**src/rtl/logic16_arbiter.sv**
```systemverilog
// Round-robin arbiter and sequencer sharing one 16-bit bitwise logic unit
// (OR/AND/XOR/NOT) between two requesters over a valid/ready handshake.

module logic16_unit #(
  parameter int WIDTH = 16
) (
  input  logic [1:0]       i_op,
  input  logic [WIDTH-1:0] i_a,
  input  logic [WIDTH-1:0] i_b,
  output logic [WIDTH-1:0] o_y
);

  // Independent per-bit slices: every opcode is purely bitwise, so no carries.
  for (genvar gBit = 0; gBit < WIDTH; gBit++) begin : gSlice
    logic w_or;
    logic w_and;
    logic w_xor;
    logic w_not;

    assign w_or  = i_a[gBit] | i_b[gBit];
    assign w_and = i_a[gBit] & i_b[gBit];
    assign w_xor = i_a[gBit] ^ i_b[gBit];
    assign w_not = ~i_a[gBit];

    always_comb begin
      unique case (i_op)
        2'b00:   o_y[gBit] = w_or;
        2'b01:   o_y[gBit] = w_and;
        2'b10:   o_y[gBit] = w_xor;
        default: o_y[gBit] = w_not;
      endcase
    end
  end

endmodule

module logic16_arbiter #(
  parameter int WIDTH = 16
) (
  input  logic             clk,
  input  logic             reset,
  input  logic             req0_valid,
  input  logic [1:0]       req0_op,
  input  logic [WIDTH-1:0] req0_a,
  input  logic [WIDTH-1:0] req0_b,
  output logic             req0_ready,
  input  logic             req1_valid,
  input  logic [1:0]       req1_op,
  input  logic [WIDTH-1:0] req1_a,
  input  logic [WIDTH-1:0] req1_b,
  output logic             req1_ready,
  output logic             rsp0_valid,
  output logic             rsp1_valid,
  output logic [WIDTH-1:0] rsp_data,
  output logic             busy
);

  typedef enum logic [1:0] {
    IDLE = 2'd0,
    EXEC = 2'd1,
    RESP = 2'd2
  } state_t;

  state_t           r_state;
  state_t           w_nextState;
  logic             r_lastGrant;
  logic             r_owner;
  logic [1:0]       r_op;
  logic [WIDTH-1:0] r_a;
  logic [WIDTH-1:0] r_b;
  logic [WIDTH-1:0] r_rspData;

  logic             w_grant0;
  logic             w_grant1;
  logic             w_transfer;
  logic [WIDTH-1:0] w_result;

  // On a tie the requester that did not win last time is granted.
  assign w_grant0 = req0_valid & (~req1_valid | r_lastGrant);
  assign w_grant1 = req1_valid & (~req0_valid | ~r_lastGrant);

  assign req0_ready = (r_state == IDLE) & w_grant0;
  assign req1_ready = (r_state == IDLE) & w_grant1;
  assign w_transfer = req0_ready | req1_ready;

  logic16_unit #(.WIDTH(WIDTH)) uUnit (
    .i_op (r_op),
    .i_a  (r_a),
    .i_b  (r_b),
    .o_y  (w_result)
  );

  always_comb begin
    w_nextState = r_state;
    unique case (r_state)
      IDLE:    if (w_transfer) w_nextState = EXEC;
      EXEC:    w_nextState = RESP;
      RESP:    w_nextState = IDLE;
      default: w_nextState = IDLE;
    endcase
  end

  always_ff @(posedge clk or posedge reset) begin
    if (reset) begin
      r_state <= IDLE;
    end else begin
      r_state <= w_nextState;
    end
  end

  always_ff @(posedge clk or posedge reset) begin
    if (reset) begin
      r_lastGrant <= 1'b1;
      r_owner     <= 1'b0;
      r_op        <= 2'b00;
      r_a         <= '0;
      r_b         <= '0;
    end else if (w_transfer) begin
      r_lastGrant <= req1_ready;
      r_owner     <= req1_ready;
      r_op        <= req1_ready ? req1_op : req0_op;
      r_a         <= req1_ready ? req1_a  : req0_a;
      r_b         <= req1_ready ? req1_b  : req0_b;
    end
  end

  always_ff @(posedge clk or posedge reset) begin
    if (reset) begin
      r_rspData <= '0;
    end else if (r_state == EXEC) begin
      r_rspData <= w_result;
    end
  end

  // Responses decode straight from state so a reset kills any pulse at once.
  assign rsp0_valid = (r_state == RESP) & ~r_owner;
  assign rsp1_valid = (r_state == RESP) &  r_owner;
  assign rsp_data   = r_rspData;
  assign busy       = (r_state != IDLE);

endmodule

```
**config.mk**
```make
export PLATFORM = sky130hd
export DESIGN_NAME = logic16_arbiter
export DESIGN_NICKNAME = d
export VERILOG_FILES = /design/src/rtl/logic16_arbiter.sv
export SDC_FILE = /design/constraint.sdc
export NUM_CORES = 1
export LEC_CHECK = 0
export CAP_MARGIN = 20
export CORE_UTILIZATION = 45
export CTS_BUF_LIST = sky130_fd_sc_hd__clkbuf_8 sky130_fd_sc_hd__clkbuf_16
export CTS_CLUSTER_DIAMETER = 80
export CTS_CLUSTER_SIZE = 40
export DETAILED_ROUTE_END_ITERATION = 6
export GPL_TIMING_DRIVEN = 0
export PLACE_DENSITY = 0.74
export SYNTH_ARGS = -nofsm -noshare
export SYNTH_HDL_FRONTEND = slang
export SYNTH_SLANG_ARGS = --single-unit
```
**constraint.sdc**
```tcl
create_clock -name clk -period 2.2 [get_ports clk]
set_clock_uncertainty 0.2 [all_clocks]
set_input_delay 0.33 -clock clk [delete_from_list [all_inputs] [get_ports clk]]
set_output_delay 0.33 -clock clk [all_outputs]
set_load 0.005 [all_outputs]
```
# Word-level counts from Yosys, hierarchy flattened
# Index checks and enable logic that the tools add are counted.
[totals]
reg_bits = 54
out_inout_bits = 21
word_cells = 113
[op_classes]
eq_ne = 5
mux = 21
bitwise_logic = 77
reduce_logical = 3
[ops]
columns = ["op", "n"]
rows = [
  ["$pmux W1 S3", 16],
  ["$mux W16", 2],
  ["$and A1 B1 Y1", 22],
  ["$not A1 Y1", 20],
  ["$or A1 B1 Y1", 19],
  ["$xor A1 B1 Y1", 16],
  ["$eq A2 B1 Y1 const B", 2],
  ["$eq A2 B2 Y1 const B", 2],
  ["$logic_not A2 Y1", 2],
  ["$mux W2", 2],
  ["$pmux W2 S2", 1],
  ["$ne A2 B2 Y1 const B", 1],
  ["$reduce_bool A2 Y1", 1],
]

# Depth between registers and ports, before layout
# Gate-level depths: netlist of the first run.
[depth]
ltp_word = 7
depth_mapped = 6

# Modules after synthesis
# A second synthesis of the first run with hierarchy kept.
[unflattened]
hier_cells = 348
area_unflattened_um2 = 3886.2
[modules_own_cells]
columns = ["mod", "n_inst", "cells_each", "area_per_inst_um2", "seq_area_each_um2"]
rows = [
  ["logic16_arbiter", 1, 248, 2859.0, 1352.5],
  ["logic16_unit", 1, 100, 1027.2, 0.0],
]

# Worst setup path before layout of the first run
# Ideal clock, no wire load.
[synth_timing]
kind = "register to register"
start = "register r_a[10]"
end = "register r_rspData[10] (netlist: rsp_data[10])"
setup_time_ns = 0.125
arrival_time_ns = 1.358
path_slack_ns = 0.518
stages_incl_launch_ff = 5
path_cell_list = "dfrtp_1 -> inv_1 -> ha_1 -> mux4_2 -> mux2_2"
[synth_between]
elab_chain_len = 2
elab_cells_between_ends = 5
classes_between = "1 x mux; 4 x bitwise"
[synth_lines]
columns = ["element", "line_no", "text"]
rows = [
  ["start, declared", "69", "logic [WIDTH-1:0] r_a;"],
  ["start signal, assigned", "122", "r_a <= req1_ready ? req1_a : req0_a;"],
  ["$xor A1 B1 Y1 (tied with other cells)", "22", "assign w_xor = i_a[gBit] ^ i_b[gBit];"],
  ["$pmux W1 S3 (*)", "26", "unique case (i_op)"],
  ["end signal, assigned", "131", "r_rspData <= w_result;"],
  ["end, declared", "71", "logic [WIDTH-1:0] r_rspData;"],
]
# Mark *: on every way between the ends. The rest lies on a longest branch, timed or not.
# A chain may end at the register's enable or synchronous reset.

# Final worst setup path of the first run
[layout_timing]
start = "register r_state[0]"
end = "output port busy"
[layout_between]
elab_chain_len = 1
[layout_lines]
columns = ["element", "line_no", "text"]
rows = [
  ["start, declared", "64", "state_t r_state;"],
  ["start signal, assigned", "107", "r_state <= w_nextState;"],
  ["$reduce_bool A2 Y1", "139", "assign busy = (r_state != IDLE);"],
  ["end, declared", "55", "output logic busy"],
]
# No other way between the ends.

==> results of run 1 <==
==> per-layer routing <==
| layer | GRT usage (%) | vias to the layer above |
|---|---|---|
| met2 | 38.7 | 73 |
| li1 | - | 1407 |
| met3 | 2.57 | 6 |
| met4 | 4.95 | 0 |
| met5 | 0 | - |
| met1 | 30.2 | 1432 |
==> cell type report <==
type	instances	area [sq um]	area share, %
Inverter	59	221	4.55
Sequential cell	54	1350	27.8
Buffer	26	176	3.62
Timing Repair Buffer	98	981	20.1
Clock buffer	5	68.8	1.41
Multi-Input combinational cell	183	1930	39.7
Clock inverter	2	7.51	0.154
Tap cell	102	128	2.62
==> worst register-to-register path: stages, from the launching register on <==
cell     delay [ps]
dfrtp_1         430
nor2_4          140
buf_6           130
nand3_4          70
buf_4           200
buf_2           200
a221o_1         350
==> cells by family after synthesis <==
logic type	share of synthesized area, %
compound gates	10.8
fa+ha+maj	10.9
buf+inv	10.8
flops	36.9
mux	13.2
simple gates	17.4
==> registers in the layout, indices dropped and copies added, names as in the netlist <==
signal,cells
r_lastGrant,1
r_op,2
rsp_data,16
r_a,16
r_owner,1
r_state,2
r_b,16
==> cells in the mapped netlist, drive strengths merged <==
cell type  instances
a221o             34
dfstp              1
nor3b             35
o21ai              6
mux2              11
inv               59
ha                32
a21o               2
nand2b             1
and3b              1
nand2              7
buf               20
dfrtp             53
nor2               2
and4              34
mux4              16
clkbuf             9
nand3              1
a21oi              1
==> stage by stage <==
step           cell area, sq um  instances
6_report                   4870        529
5_1_grt                    4870        529
4_1_cts                    4850        530
3_5_place_dp               4730        520
3_3_place_gp               4710        519
2_1_floorplan              3670        325
==> final timing paths <==
| check | end | depth (start not counted) | from | slack [ps] |
|---|---|---|---|---|
| worst min-delay path | rsp_data[7]$_DFFE_PP0N_ | 2 | reset | 80 |
| max in group asynchronous | r_lastGrant$_DFFE_PP1P_ | 3 | reset | 1160 |
| worst min register to register | rsp_data[2]$_DFFE_PP0N_ | 2 | rsp_data[2]$_DFFE_PP0N_ | 300 |
| worst max register to register | r_a[12]$_DFFE_PP0P_ | 6 | r_state[0]$_DFFE_PP0P_ | 340 |
| worst max-delay path | busy | 3 | r_state[0]$_DFFE_PP0P_ | 70 |
| min in group clk | rsp_data[2]$_DFFE_PP0N_ | 2 | rsp_data[2]$_DFFE_PP0N_ | 300 |
==> power breakdown <==
group	total, uW	leakage, uW	switching [uW]	internal [uW]
clock	518	0.0000466	307	211
sequential	1990	0.000644	456	1530
combinational	3820	0.00152	1660	2160
total	6330	0.00221	2420	3910
==> timing repair <==
item                       4_1_cts  5_1_grt
setup endpoints to repair        3        3
resized for setup                7        6
setup buffers                    5        0
pin swaps                        2        1
==> flow_metrics.env, run 1 <==
export IMPL_syn_area_sq_um=3670
export IMPL_synth_top_area_cell="dfrtp_1"
export IMPL_fin_crit_ps=2130
export IMPL_clkLatencyLatePin_ps=310
export IMPL_vdd_ir_drop_max_uv=652
export IMPL_gp_congestion=0.773
export IMPL_hold_slack_ps=83.2
export IMPL_cp_top_family="buffers and inverters"
export IMPL_antenna_found_initial=0
export IMPL_vias=2918
export IMPL_synth_top_area_share_pct=36.2
export IMPL_drtIter0Drc=131
export IMPL_wl_met2_microns=4570
export IMPL_slew_viol_final=0
export IMPL_critPathLaunchType="flip-flop"
export IMPL_fin_crit_sh_pct=97.0
export IMPL_critPathKind="reg2out"
export IMPL_cts_sinks=54
export IMPL_max_cap_violations=0
export IMPL_overflow=0
export IMPL_fillers=660
export IMPL_drc=0
export IMPL_grt_start_max_net_pins=43
export IMPL_cts_buffers_inserted=5
export IMPL_synth_distinct_cells=25
export IMPL_synthTopCellsByArea="dfrtp_1 (36%), ha_1 (11%), mux4_2 (9.8%), a221o_1 (9.3%), and4_1 (8.1%)"
export IMPL_root_buffer="clkbuf_8"
export IMPL_top_layer="met4"
export IMPL_track_usage_pct=22.4
export IMPL_hold_path_class="in2async"
export IMPL_crit_required_ps=1670
export IMPL_io_pins=93
export IMPL_syn_area_per_cell_sq_um=11.3
export IMPL_n_antenna_cell=0
export IMPL_arrival_ps=1600
export IMPL_routed_wl_met3_microns=328
export IMPL_outcome="completed"
export IMPL_p_total_uw=6330
export IMPL_p_per_area_nw_per_um2=1300
export IMPL_totalWireLength_microns=9000
export IMPL_core_area_sq_um=7810
export IMPL_post_place_ws_ps=-301
export IMPL_wl_met1_microns=4030
export IMPL_slew_headroom_pct=69.8
export IMPL_fmax_mhz=469
export IMPL_syn_nets=429
export IMPL_cts_tree="yes"
export IMPL_syn2layout_area_growth_pct=32.8
export IMPL_yosysWarnings=0
export IMPL_rows=32
export IMPL_path_buf_inv=2
export IMPL_dieArea_sq_um=8510
export IMPL_crit_fanout=17
export IMPL_slowest_stage="clkdlybuf4s50_1"
export IMPL_initial_core_util_pct=47.0
export IMPL_critPathCaptureType="primary output"
export IMPL_max_stage_delay_ps=570
export IMPL_fin_setup_tns_ps=0
export IMPL_drt_first_pass_iters=4
export IMPL_port_buffers=92
export IMPL_most_common_layout_cells="clkdlybuf4s50_1 (88), inv_1 (57), dfrtp_1 (53)"
export IMPL_max_slew_worst_pin_slew_ps=452
export IMPL_mostFrequentLayoutCell="clkdlybuf4s50_1"
export IMPL_ant_nets=0
export IMPL_die_height_microns=92.3
export IMPL_rsz0062_at_grt="false"
export IMPL_cts_hold_buf=0
export IMPL_clock_path_buffers=2
export IMPL_grt_pass1_wl_microns=14700
export IMPL_clkTransAtPathRegs_ps=100
export IMPL_ys_seq_area_share_pct=36.9
export IMPL_crit_chain="nor2_4 > inv_2 > clkdlybuf4s50_1"
export IMPL_fin_ws_ps=66.5
export IMPL_wire_per_inst_microns=17.0
export IMPL_die_w_microns=92.3
export IMPL_syn_inst=325
export IMPL_utilization_pct=62.4
export IMPL_ys_ff_latch=54
export IMPL_nets=531
export IMPL_viasPerCell=5.52
export IMPL_grt_pass1_vias=2965
export IMPL_hold_viol=0
export IMPL_drive_gt1_share_pct=16.4
export IMPL_ctsHtreeMaxLevel=2
export IMPL_hpwl_microns=6950
export IMPL_setup_viol=0
export IMPL_p_leak_uw=0.00221
(Power assumes the default switching activity.)
==> run 2: changes to the inputs <==
SETUP_SLACK_MARGIN = 0.05   (was not set)
==> flow_metrics.env, run 2 (same netlist as run 1, synthesis figures left out) <==
export IMPL_outcome="completed"
export IMPL_ctsHtreeMaxLevel=2
export IMPL_clock_path_buffers=2
export IMPL_fmax_mhz=471
export IMPL_clkTransAtPathRegs_ps=100
export IMPL_cp_top_family="buffers and inverters"
export IMPL_port_buffers=92
export IMPL_hpwl_microns=6950
export IMPL_hold_path_class="in2async"
export IMPL_vias=2895
export IMPL_clkLatencyLatePin_ps=310
export IMPL_fin_crit_ps=2130
export IMPL_p_leak_uw=0.00221
export IMPL_setup_viol=0
export IMPL_track_usage_pct=22.5
export IMPL_nets=533
export IMPL_max_stage_delay_ps=530
export IMPL_wire_per_inst_microns=17.0
export IMPL_mostFrequentLayoutCell="clkdlybuf4s50_1"
export IMPL_fillers=659
export IMPL_die_height_microns=92.3
export IMPL_drtIter0Drc=110
export IMPL_max_cap_violations=0
export IMPL_initial_core_util_pct=47.0
export IMPL_crit_fanout=3
export IMPL_p_per_area_nw_per_um2=1300
export IMPL_ant_nets=0
export IMPL_viasPerCell=5.45
export IMPL_drc=0
export IMPL_arrival_ps=1600
export IMPL_core_area_sq_um=7810
export IMPL_reg2reg_from="r_state[1]$_DFFE_PP0P_"
export IMPL_slew_viol_final=0
export IMPL_crit_path_start="r_state[0]$_DFFE_PP0P_"
export IMPL_utilization_pct=62.5
export IMPL_syn2layout_area_growth_pct=33.2
export IMPL_overflow=0
export IMPL_vdd_ir_drop_max_uv=665
export IMPL_gp_congestion=0.773
export IMPL_max_slew_worst_pin_slew_ps=458
export IMPL_drt_first_pass_iters=4
export IMPL_cts_buffers_inserted=5
export IMPL_grt_pass1_wl_microns=14700
export IMPL_path_buf_inv=2
export IMPL_cts_tree="yes"
export IMPL_dieArea_sq_um=8510
export IMPL_totalWireLength_microns=9030
export IMPL_p_total_uw=6370
export IMPL_drive_gt1_share_pct=17.0
export IMPL_regArea_sq_um=1350
export IMPL_hold_viol=0
export IMPL_crit_chain="buf_4 > nor3b_2 > clkdlybuf4s50_1"
export IMPL_slowest_stage="clkdlybuf4s50_1"
export IMPL_critPathKind="reg2out"
export IMPL_grt_start_max_net_pins=43
export IMPL_multi_input_area_sq_um=1930
export IMPL_crit_required_ps=1670
export IMPL_rows=32
export IMPL_critPathCaptureType="primary output"
export IMPL_rsz0062_at_grt="true"
export IMPL_slew_headroom_pct=69.4
export IMPL_io_pins=93
export IMPL_grt_pass1_vias=2972
export IMPL_die_w_microns=92.3
export IMPL_fin_setup_tns_ps=0
export IMPL_root_buffer="clkbuf_8"
export IMPL_critPathLaunchType="flip-flop"
export IMPL_fin_crit_sh_pct=96.6
export IMPL_cts_sinks=54
export IMPL_n_antenna_cell=0
export IMPL_most_common_layout_cells="clkdlybuf4s50_1 (88), inv_1 (57), dfrtp_1 (53)"
export IMPL_antenna_found_initial=0
run 2: final timing paths:
check,end,cells after the start,slack (ps)
min,rsp_data[7]$_DFFE_PP0N_,2,80
max reg2reg,r_a[12]$_DFFE_PP0P_,6,310
min in group clk,rsp_data[2]$_DFFE_PP0N_,2,300
max in group asynchronous,r_lastGrant$_DFFE_PP1P_,3,1150
min reg2reg,rsp_data[2]$_DFFE_PP0N_,2,300
max,rsp0_valid,3,70
run 2: through the flow:
step                cells  cell area [sq um]  setup WS, ps  hold WS (ps)
finish                531               4880          74.9          83.4
global placement      519               4710          -686           271
CTS                   532               4870          39.9          90.8
global route          531               4880          5.42          97.3
detailed placement    520               4730          -301           286
floorplan             325               3670           357           265
run 2: per-layer routing:
| metal | GRT usage [%] | routed length (microns) |
|---|---|---|
| met1 | 30.1 | 4120 |
| met2 | 39.2 | 4580 |
| met3 | 2.57 | 250 |
| met4 | 4.95 | 71 |
| met5 | 0 | 0 |
run 2: final cells by class:
type,instances,share of cell area (%)
multi-input cells,183,39.6
plain buffers,27,3.84
repair buffers,99,20.1
clock inverters,2,0.154
inverters,59,4.59
flip-flops and latches,54,27.7
well taps,102,2.61
clock buffers,5,1.41
run 2: what timing repair did:
| action | in CTS | in global routing |
|---|---|---|
| setup buffers | 6 | 0 |
| pin swaps | 3 | 1 |
| gates cloned | 0 | 0 |
| gates resized for setup | 11 | 7 |
| hold buffers | 0 | 0 |
| endpoints found under the setup margin | 3 | 4 |
run 2: report_power, final:
part           switching [uW]  total, uW  leakage, uW  internal [uW]
combinational            1670       3860      0.00152           2190
sequential                454       1980     0.000644           1530
clock                     309        520    0.0000466            211
total                    2440       6370      0.00221           3930
